### config.mk
export PLATFORM = sky130hd
export DESIGN_NAME = commit_free_list
export DESIGN_NICKNAME = d
export VERILOG_FILES = /design/src/rtl/commit_free_list_pkg.sv /design/src/rtl/commit_free_list_tag_queue.sv /design/src/rtl/commit_free_list.sv
export SDC_FILE = /design/constraint.sdc
export NUM_CORES = 1
export LEC_CHECK = 0
export ABC_AREA = 0
export BUFFER_PORTS_ARGS = -buffer_cell sky130_fd_sc_hd__buf_2
export CAP_MARGIN = 20
export CORE_MARGIN = 2
export CORE_UTILIZATION = 56
export CTS_BUF_LIST = sky130_fd_sc_hd__clkbuf_2 sky130_fd_sc_hd__clkbuf_4 sky130_fd_sc_hd__clkbuf_8
export DETAILED_ROUTE_END_ITERATION = 10
export GPL_TIMING_DRIVEN = 1
export PLACE_DENSITY_LB_ADDON = 0.05
export SYNTH_ARGS = -nofsm -noshare
export SYNTH_HDL_FRONTEND = slang
export SYNTH_SLANG_ARGS = --single-unit
### constraint.sdc
create_clock -name clk -period 2.2 [get_ports clk]
set_input_delay 0.44 -clock clk [delete_from_list [all_inputs] [get_ports clk]]
set_output_delay 0.44 -clock clk [all_outputs]
set_load 0.03 [all_outputs]
### src/rtl/commit_free_list_pkg.sv
// Shared register-class sizing and tag types for the commit-side free lists.
package commit_free_list_pkg;

    localparam int NUM_D_REG  = 8;
    localparam int NUM_S_REG  = 8;
    localparam int NUM_D_PHYS = 2 * NUM_D_REG;
    localparam int NUM_S_PHYS = 2 * NUM_S_REG;

    typedef logic [$clog2(NUM_D_PHYS)-1:0] d_phys_tag_t;
    typedef logic [$clog2(NUM_D_REG)-1:0]  d_arch_addr_t;
    typedef logic [$clog2(NUM_S_PHYS)-1:0] s_phys_tag_t;
    typedef logic [$clog2(NUM_S_REG)-1:0]  s_arch_addr_t;

    // Index width that stays legal when a structure has a single entry.
    function automatic int clog2_min1(input int n);
        return (n > 1) ? $clog2(n) : 1;
    endfunction

endpackage

### src/rtl/commit_free_list_tag_queue.sv
// Circular tag buffer with push, pop, reset-to-full and head restore to the post-push tail.
module tag_queue
    import commit_free_list_pkg::*;
#(
    parameter int  DEPTH = 8,
    parameter int  TAG_W = 4,
    parameter int  BASE  = 8,
    localparam int CNT_W = $clog2(DEPTH) + 1
) (
    input  logic             clk,
    input  logic             n_rst,
    input  logic             push,
    input  logic [TAG_W-1:0] push_tag,
    input  logic             pop_req,
    input  logic             restore,
    output logic [TAG_W-1:0] head_tag,
    output logic             nonempty,
    output logic [CNT_W-1:0] count
);

    localparam int PTR_W = clog2_min1(DEPTH);

    logic [TAG_W-1:0] buffer [DEPTH];
    logic [PTR_W-1:0] head;
    logic [PTR_W-1:0] tail;
    logic [PTR_W-1:0] tail_next;
    logic             pop;

    // DEPTH need not be a power of two, so wrap by compare rather than truncation.
    function automatic logic [PTR_W-1:0] ptr_inc(input logic [PTR_W-1:0] p);
        return (p == PTR_W'(DEPTH - 1)) ? '0 : p + PTR_W'(1);
    endfunction

    assign nonempty  = (count != '0);
    assign head_tag  = buffer[head];
    assign pop       = pop_req & nonempty & ~restore;
    assign tail_next = push ? ptr_inc(tail) : tail;

    // NOTE: the tag storage is reset on purpose; every physical tag must start out free.
    always_ff @(posedge clk) begin
        if (!n_rst) begin
            for (int j = 0; j < DEPTH; j++) begin
                buffer[j] <= TAG_W'(BASE + j);
            end
            head  <= '0;
            tail  <= '0;
            count <= CNT_W'(DEPTH);
        end else begin
            if (push) begin
                buffer[tail] <= push_tag;
            end
            tail <= tail_next;
            if (restore) begin
                head  <= tail_next;
                count <= CNT_W'(DEPTH);
            end else begin
                if (pop) begin
                    head <= ptr_inc(head);
                end
                case ({push, pop})
                    2'b10:   count <= count + CNT_W'(1);
                    2'b01:   count <= count - CNT_W'(1);
                    default: count <= count;
                endcase
            end
        end
    end

    a_count_bound: assert property (@(posedge clk) disable iff (!n_rst)
        int'(count) <= DEPTH);
    a_no_push_full: assert property (@(posedge clk) disable iff (!n_rst)
        !(push && count == CNT_W'(DEPTH)));
    a_ptr_consistent: assert property (@(posedge clk) disable iff (!n_rst)
        int'(tail) == (int'(head) + int'(count)) % DEPTH);

endmodule

### src/rtl/commit_free_list.sv
// Committed arch-to-phys map plus the free list fed by superseded tags at retirement.
module commit_free_list
    import commit_free_list_pkg::*;
#(
    parameter int  ARCH_REGS = NUM_D_REG,
    parameter int  PHYS_REGS = 2 * NUM_D_REG,
    localparam int DEPTH     = PHYS_REGS - ARCH_REGS,
    localparam int TAG_W     = $clog2(PHYS_REGS),
    localparam int ARCH_W    = clog2_min1(ARCH_REGS),
    localparam int CNT_W     = $clog2(DEPTH) + 1
) (
    input  logic              clk,
    input  logic              n_rst,
    input  logic              alloc_req,
    output logic              alloc_valid,
    output logic [TAG_W-1:0]  alloc_tag,
    input  logic              commit_valid,
    input  logic              commit_use,
    input  logic [ARCH_W-1:0] commit_arch,
    input  logic [TAG_W-1:0]  commit_phys,
    input  logic              flush,
    input  logic [ARCH_W-1:0] map_rd_addr,
    output logic [TAG_W-1:0]  map_rd_tag,
    output logic [CNT_W-1:0]  free_count
);

    logic [TAG_W-1:0] committed_map [ARCH_REGS];
    logic             push;
    logic [TAG_W-1:0] old_tag;

    assign push       = commit_valid & commit_use;
    assign old_tag    = committed_map[commit_arch];
    assign map_rd_tag = committed_map[map_rd_addr];

    always_ff @(posedge clk) begin
        if (!n_rst) begin
            for (int i = 0; i < ARCH_REGS; i++) begin
                committed_map[i] <= TAG_W'(i);
            end
        end else if (push) begin
            committed_map[commit_arch] <= commit_phys;
        end
    end

    // Flush restores the head to the post-commit tail: committed state always has DEPTH free tags.
    tag_queue #(
        .DEPTH (DEPTH),
        .TAG_W (TAG_W),
        .BASE  (ARCH_REGS)
    ) u_tag_queue (
        .clk      (clk),
        .n_rst    (n_rst),
        .push     (push),
        .push_tag (old_tag),
        .pop_req  (alloc_req),
        .restore  (flush),
        .head_tag (alloc_tag),
        .nonempty (alloc_valid),
        .count    (free_count)
    );

endmodule

==> flow_summary.toml, run 1 <==
[status]
status = "finished with violations"
violations = "setup timing"

[global_routing]
first_global_vias = 2554
antenna_found_initial = 0
grt_usage_pct = 23.6
grt_overflow = 0
grt_pass1_wl_mm = 13.3
grt_max_degree = 26

[clock_tree]
cts-buffers-inserted = 9
path_clk_slew_ns = 0.08
cts_tree = "built"
clock_sinks = 77
h-tree-depth = 3
clock_latency_ns = 0.35
clockBufferDepth = 2
ctsRootBufferMaster = "clkbuf_8"

[sta]
tightest_slew_ns = 0.648
hold_violations = 0
maxSlewViolCount = 0
rsz0062_at_grt = "yes"
period_needed_ns = 2.20
setup_viol = 1
fin_skew_ns = 0.00809
setup_slack_ns = -0.00419
timing.fmax_mhz = 454
slew_headroom_pct = 56.4
period_share_pct = 100

[setup_path]
slowest_stage = "mux4_2"
crit_buf_inv = 2
endpoint = "alloc_tag[1]"
rrSetupSlack_ns = 0.03
crit_family = "multiplexers"
r2r-end = "u_tag_queue.count[2]"
crit_chain = "buf_12 -> mux4_2 -> mux2_4 -> buf_6"
rr_worst_depth = 9
required_ns = 1.76
worst_setup_path_end_kind = "primary output"
crit_path_max_incr_delay_ns = 0.51
r2r_start = "u_tag_queue.count[1]"
critical_path_arrival_ns = 1.76
worstSetupPathType = "reg2out"
critPathMaxFanout = 8
critPathLaunchType = "flop"
critical_path_depth = 4

[route]
ant_nets = 0
drt_iter0_drc = 168
vias_per_cell = 5.59
drt-total-wl_mm = 8.30
drc_errors = 0
wl_per_cell_um = 18.3
routed.top_layer = "met4"
met2_length_mm = 4.49
dr_wl_met3_um = 300
m1WireLength_mm = 3.34
dr.pass1.iters = 5
vias = 2538

[synth]
synth_flop_cell = "edfxtp_1"
synth_seq_cells = 77
synth_area_sq_um = 3990
synth_top_cell_by_area = "edfxtp_1"
synth.yosys.seq_area_share_pct = 54.7
ys_types = 37
synth_nets = 341
syn_inst = 318
avgSynthCellArea_sq_um = 12.5
synth_top_cell_area_share_pct = 48.2
synth_edf_count = 64
yosys_warnings = 0
ys_async_sr_fraction_pct = 0
ys_top_cells_by_area = "edfxtp_1, mux4_2, dfxtp_1, mux2i_1, nand2_1"

[die]
die_area_sq_um = 7810
core_area_sq_um = 6830
die_w_um = 88.4
ios = 29
initial_core_util_pct = 58.4
die_y_um = 88.4
num_rows = 30

[layout]
fin_util_pct = 66.7
drive_above_1_share_pct = 27.9
fin_nets = 376
areaGrowthSynthToFinish_pct = 14.2
n_antenna_cell = 0
final_cell_mix = "edfxtp_1, nand2_1, nor2_1"
nFillCells = 545
final_common_cell = "edfxtp_1"

[placed_design]
dp_hpwl_mm = 6.24
portBuffers = 28
gp_congestion = 0.817

[power_and_ir_drop]
p_leak_nw = 1.59
power_density_nw_per_um2 = 703
power_w = 0.00320
ir_drop_v = 0.000607

[min_path]
hold_class = "in2reg"
hold_depth = 2

[flow_run]
max-cap-violations = 0
==> routing by layer <==
metal | global-route usage [%] | vias up
li1 | - | 1236
met4 | 8.13 | 0
met5 | 0 | -
met1 | 28.5 | 1229
met2 | 42.1 | 62
met3 | 4.76 | 11
==> power by group <==
| part | switching [W] | internal [W] |
|---|---|---|
| logic | 0.000237 | 0.000191 |
| registers | 0.0000468 | 0.00163 |
| clock network | 0.000528 | 0.000570 |
==> cell type report <==
class / count / area, sq um / share of cell area, %
Clock inverter: 5 / 58.8 / 1.29
Clock buffer: 11 / 145 / 3.19
Sequential cell: 77 / 2190 / 48.1
Multi-Input combinational cell: 222 / 1750 / 38.4
Inverter: 2 / 7.51 / 0.165
Tap cell: 96 / 120 / 2.64
Timing Repair Buffer: 41 / 284 / 6.24
==> what timing repair did <==
item                                    4_1_cts  5_1_grt
endpoints found under the setup margin        4        8
hold buffers                                  0        0
pin swaps                                     0        1
setup buffers                                 0        1
resized for setup                            14       13
==> cells in the mapped netlist (all sizes together) (2+ instances only) <==
cell / number
mux4: 18
ha: 7
edfxtp: 64
xor2: 3
o21ai: 10
clkbuf: 8
nor2: 34
nand2: 40
mux2: 9
nand2b: 11
mux2i: 17
o22ai: 3
nand4: 2
buf: 9
a21oi: 3
nand3: 4
nor2b: 6
or3: 12
and2: 20
dfxtp: 13
inv: 2
nor3: 11
==> per-stage QoR <==
step           TNS [ns]  worst slack (ns)  cell area (sq um)  hold WS (ns)  std cells
2_1_floorplan         0           0.00925               4000         0.514        318
3_3_place_gp          0            0.0830               4260         0.523        437
3_5_place_dp          0            0.0590               4260         0.557        437
4_1_cts         -0.0907           -0.0269               4510         0.431        453
5_1_grt          -0.288            -0.101               4550         0.454        454
6_report       -0.00419          -0.00419               4550         0.457        454
==> state kept, by name, summed over array words and instances (netlist names), named ones only <==
name,count
committed_map,32
u_tag_queue.count,4
u_tag_queue.tail,3
u_tag_queue.buffer,32
u_tag_queue.head,3
==> worst register-to-register path, cell delays in order, from the launching register on <==
cell,delay (ns)
dfxtp_4,0.39
o41ai_4,0.39
nor2_2,0.08
ha_2,0.20
xor2_1,0.15
ha_1,0.20
a21oi_2,0.12
xor2_1,0.09
or3_1,0.33
a21oi_2,0.14
==> worst min path at each step <==
stage                               from              endpoint  slack [ns]
floorplan            u_tag_queue.tail[2]   u_tag_queue.tail[2]        0.51
global placement    u_tag_queue.count[2]  u_tag_queue.count[2]        0.52
detailed placement  u_tag_queue.count[2]  u_tag_queue.count[2]        0.56
CTS                                flush                  flop        0.43
global route              commit_phys[2]   committed_map[7][2]        0.45
finish                    commit_phys[2]   committed_map[4][2]        0.46
==> cells by family (layout without fill, tap and decap cells) <==
| logic type | Yosys count | count (layout) | share of synthesized area [%] |
|---|---|---|---|
| simple gates | 146 | 146 | 18.9 |
| flops | 77 | 77 | 54.7 |
| mux | 44 | 44 | 17.3 |
| compound gates | 22 | 22 | 3.86 |
| buf+inv | 19 | 59 | 2.38 |
| fa+ha+maj | 7 | 7 | 2.20 |
| xor+xnor | 3 | 3 | 0.659 |
No activity file was read; power rests on OpenSTA's default activity.
==> run 2, diff against run 1 <==
clock period = 2 ns   (was 2.2 ns; I/O delays follow)
==> run 2 against run 1 <==
  * The run still ends with setup timing left
  * Power grew 8.9%
  * Cell count grew 3.3%
  * Die area is the same
  * Clock power is essentially flat
  * Via count grew 2.2%
  * Non-clock buffer count grew 15
  * Hold slack lost 0.011 ns
  * Critical endpoint is now alloc_tag[2]
  * Largest cell class unchanged
  * Largest power group unchanged
==> flow_summary.toml, run 2 (synthesis results as in run 1) <==
[die]
initial_core_util_pct = 58.4
num_rows = 30
die_w_um = 88.4
die_area_sq_um = 7810
ios = 29
core_area_sq_um = 6830
die_y_um = 88.4

[route]
drt_iter0_drc = 157
wl_per_cell_um = 18.0
dr.pass1.iters = 4
vias = 2594
drc_errors = 0
vias_per_cell = 5.53
ant_nets = 0
drt-total-wl_mm = 8.45

[layout]
n_antenna_cell = 0
final_common_cell = "edfxtp_1"
reg_top3 = "committed_map x32, u_tag_queue.buffer x32, u_tag_queue.count x4"
final_cell_mix = "edfxtp_1, nand2_1, nor2_1"
areaGrowthSynthToFinish_pct = 17.4
fin_util_pct = 68.6
drive_above_1_share_pct = 30.3
fin_nets = 391
instances_no_fill = 469

[sta]
maxSlewViolCount = 0
timing.fmax_mhz = 459
period_share_pct = 109
setup_viol = 9
finalSetupTns_ns = -0.981
slew_headroom_pct = 69.3
fin_skew_ns = 0.00806
hold_violations = 0
rsz0062_at_grt = "yes"
setup_slack_ns = -0.177
period_needed_ns = 2.18
tightest_slew_ns = 0.460

[clock_tree]
path_clk_slew_ns = 0.07
clockBufferDepth = 2
cts-buffers-inserted = 9
clock_latency_ns = 0.36
ctsRootBufferMaster = "clkbuf_8"
h-tree-depth = 3
hold_buffers = 0
cts_tree = "built"
clock_sinks = 77

[power_and_ir_drop]
power_density_nw_per_um2 = 745
p_sw_w = 0.000878
p_leak_nw = 1.66
seq_power_share_pct = 52.7
ir_drop_v = 0.000476
switching_share_pct = 25.2
p_comb_share_pct = 14.9
clock_power_share_pct = 32.4
p_int_w = 0.00261

[global_routing]
first_global_vias = 2578
grt_max_degree = 21
grt_overflow = 0
antenna_found_initial = 0
grt_usage_pct = 24.1
grt_pass1_wl_mm = 13.6

[setup_path]
worstSetupPathType = "reg2out"
crit_buf_inv = 2
required_ns = 1.60
crit_chain = "buf_12 -> mux4_2 -> mux2_4 -> buf_6"
slowest_stage = "mux4_2"
critPathMaxFanout = 8
critical_path_arrival_ns = 1.78
crit_path_max_incr_delay_ns = 0.53
crit_family = "multiplexers"
critPathLaunchType = "flop"
worst_setup_path_end_kind = "primary output"

[placed_design]
portBuffers = 28
dp_hpwl_mm = 6.37
gp_congestion = 0.868
preCtsSetupSlack_ns = -0.0790
dp_cells = 452

[status]
status = "finished with violations"
violations = "setup timing"

[flow_run]
max-cap-violations = 0

[min_path]
hold_class = "in2reg"
run 2: worst register-to-register path: stages, from the launching register on:
cell and delay (ns):
dfxtp_2 0.34, o41ai_4 0.38, nor2_2 0.10, ha_2 0.19, xor2_1 0.14, ha_2 0.18, a21oi_2 0.11, xor2_1 0.08
or3_1 0.31, a21oi_1 0.12
run 2: worst paths after layout:
check / startpoint / end / slack (ns) / depth (start not counted)
worst max-delay path: flop / alloc_tag[2] / -0.18 / 4
worst max register to register: u_tag_queue.count[1] / u_tag_queue.count[2] / -0.03 / 9
worst min-delay path: commit_phys[2] / committed_map[4][2] / 0.45 / 2
worst min register to register: u_tag_queue.count[3] / u_tag_queue.count[3] / 0.56 / 2
run 2: power by group through the flow:
stage / clock, W / sequential (W) / combinational [W]
floorplan: 0 / 0.00186 / 0.000331
global placement: 0 / 0.00187 / 0.000466
detailed placement: 0 / 0.00188 / 0.000475
CTS: 0.00114 / 0.00184 / 0.000512
global route: 0.00121 / 0.00184 / 0.000562
finish: 0.00113 / 0.00184 / 0.000518
run 2: routing by layer:
metal | part of all wire (%) | vias to the layer above | GRT usage [%]
met5 | 0 | - | 0
met4 | 2.4 | 0 | 10.6
met3 | 3.1 | 16 | 4.20
met2 | 52 | 46 | 40.9
met1 | 42 | 1258 | 30.6
li1 | - | 1274 | -
run 2: area by class of cell:
| class | count | area, sq um |
|---|---|---|
| well taps | 96 | 120 |
| repair buffers | 56 | 413 |
| multi-input cells | 222 | 1770 |
| flip-flops and latches | 77 | 2190 |
| fillers | 520 | 2150 |
| clock buffers | 10 | 131 |
| inverters | 2 | 7.51 |
| clock inverters | 6 | 53.8 |
run 2: repair_timing:
| action | CTS | global route |
|---|---|---|
| cloned | 0 | 0 |
| buffers inserted | 1 | 0 |
| resized for setup | 22 | 3 |
| setup endpoints to repair | 9 | 10 |
| pin swaps | 5 | 1 |
run 2: through the flow:
| stage | power [W] | hold WS, ns | instance area [sq um] |
|---|---|---|---|
| after floorplan | 0.00219 | 0.514 | 4020 |
| after global placement | 0.00234 | 0.542 | 4400 |
| after detailed placement | 0.00235 | 0.548 | 4400 |
| after CTS | 0.00349 | 0.437 | 4660 |
| after global routing | 0.00362 | 0.456 | 4680 |
| final | 0.00349 | 0.446 | 4680 |
==> run 3, diff against run 2 <==
RECOVER_POWER = 50   (was unset)
==> run 3 against run 2 <==
  * The flow still finishes with violations (setup timing)
  * Sequential share of layout area up 0.33 points
  * Register-to-register slack about the same
  * Global-route usage unchanged
  * Critical path depth unchanged
  * Highest routed layer unchanged
==> flow_summary.toml, run 3 (synthesis results as in run 1) <==
[clock_tree]
h-tree-depth = 3
path_clk_slew_ns = 0.07
clock_latency_ns = 0.35
clock_sinks = 77
cts-buffers-inserted = 9
clockBufferDepth = 2
ctsRootBufferMaster = "clkbuf_8"
hold_buffers = 0
cts_tree = "built"

[die]
core_area_sq_um = 6830
num_rows = 30
ios = 29
die_area_sq_um = 7810
die_w_um = 88.4
die_y_um = 88.4
initial_core_util_pct = 58.4

[global_routing]
antenna_found_initial = 0
grt_usage_pct = 24.1
grt_max_degree = 21
grt_pass1_wl_mm = 13.6
first_global_vias = 2578
grt_overflow = 0

[sta]
hold_violations = 0
period_share_pct = 109
slew_headroom_pct = 68.8
setup_slack_ns = -0.171
timing.fmax_mhz = 461
hold_slack_ns = 0.463
fin_skew_ns = 0.00723
setup_viol = 9
tightest_slew_ns = 0.468
maxSlewViolCount = 0
rsz0062_at_grt = "yes"
period_needed_ns = 2.17

[route]
drc_errors = 0
drt_iter0_drc = 163
dr.pass1.iters = 4
drt-total-wl_mm = 8.45
vias_per_cell = 5.61
vias = 2632
ant_nets = 0
wl_per_cell_um = 18.0

[power_and_ir_drop]
p_sw_w = 0.000872
p_leak_nw = 1.62
switching_share_pct = 25.1
p_comb_share_pct = 14.7
p_int_w = 0.00261
clock_power_share_pct = 32.4
seq_power_share_pct = 52.9
ir_drop_v = 0.000475
power_density_nw_per_um2 = 747

[layout]
instances_no_fill = 469
n_antenna_cell = 0
nFillCells = 530
fin_util_pct = 68.1
final_cell_mix = "edfxtp_1, nand2_1, nor2_1"
areaGrowthSynthToFinish_pct = 16.6
fin_nets = 391
drive_above_1_share_pct = 27.6
final_common_cell = "edfxtp_1"
reg_top3 = "committed_map x32, u_tag_queue.buffer x32, u_tag_queue.count x4"

[placed_design]
portBuffers = 28
gp_congestion = 0.868
dp_hpwl_mm = 6.37
dp_cells = 452

[status]
violations = "setup timing"
status = "finished with violations"

[setup_path]
critPathLaunchType = "flop"
critPathMaxFanout = 8
worstSetupPathType = "reg2out"
required_ns = 1.60
critical_path_arrival_ns = 1.77
worst_setup_path_end_kind = "primary output"

[flow_run]
max-cap-violations = 0

[min_path]
hold_class = "in2reg"
## run 3: repair_timing
item / in CTS / in global routing
pin swaps: 5 / 1
resized for setup: 22 / 3
gates cloned: 0 / 0
buffers inserted: 1 / 0
setup endpoints to repair: 9 / 10
## run 3: critical path: stages, from the launching register on
cell	delay (ns)
dfxtp_2	0.34
buf_12	0.13
mux4_2	0.53
mux2_4	0.28
buf_6	0.14
## run 3: per-layer routing
layer | part of all wire [%] | vias up | routed length [um] | global-route usage [%]
met5 | 0 | - | 0 | 0
met4 | 2.6 | 0 | 221 | 10.6
met3 | 3.4 | 18 | 286 | 4.20
met2 | 52 | 68 | 4380 | 40.9
met1 | 42 | 1271 | 3560 | 30.6
li1 | - | 1275 | - | -
## run 3: cell type report
class                           count  area (sq um)  area share (%)
Clock buffer                       10           131            2.82
Clock inverter                      6          53.8            1.16
Inverter                            2          7.51           0.161
Multi-Input combinational cell    222          1770            38.0
Sequential cell                    77          2190            47.1
Tap cell                           96           120            2.58
Timing Repair Buffer               56           380            8.18
## run 3: stage by stage
stage | power (W) | area, sq um | setup WS (ns) | setup TNS (ns)
floorplan | 0.00219 | 4020 | -0.153 | -0.215
CTS | 0.00349 | 4660 | -0.196 | -1.07
detailed placement | 0.00235 | 4400 | -0.0790 | -0.199
global placement | 0.00234 | 4400 | -0.0340 | -0.117
finish | 0.00348 | 4650 | -0.171 | -0.933
global route | 0.00361 | 4650 | -0.225 | -1.48
## run 3: power by group through the flow
stage	sequential (W)	combinational, W	clock [W]
4_1_cts	0.00184	0.000512	0.00114
2_1_floorplan	0.00186	0.000331	0
3_5_place_dp	0.00188	0.000475	0
6_report	0.00184	0.000513	0.00113
5_1_grt	0.00184	0.000556	0.00121
3_3_place_gp	0.00187	0.000466	0
## run 3: path summary, 6_finish.rpt
path | from | to | slack [ns] | cells past startpoint
hold / removal | commit_phys[2] | committed_map[5][2] | 0.46 | 2
hold reg to reg | u_tag_queue.count[3] | u_tag_queue.count[3] | 0.56 | 2
setup reg to reg | u_tag_queue.count[1] | u_tag_queue.count[2] | -0.03 | 9
setup / recovery | flop | alloc_tag[2] | -0.17 | 4
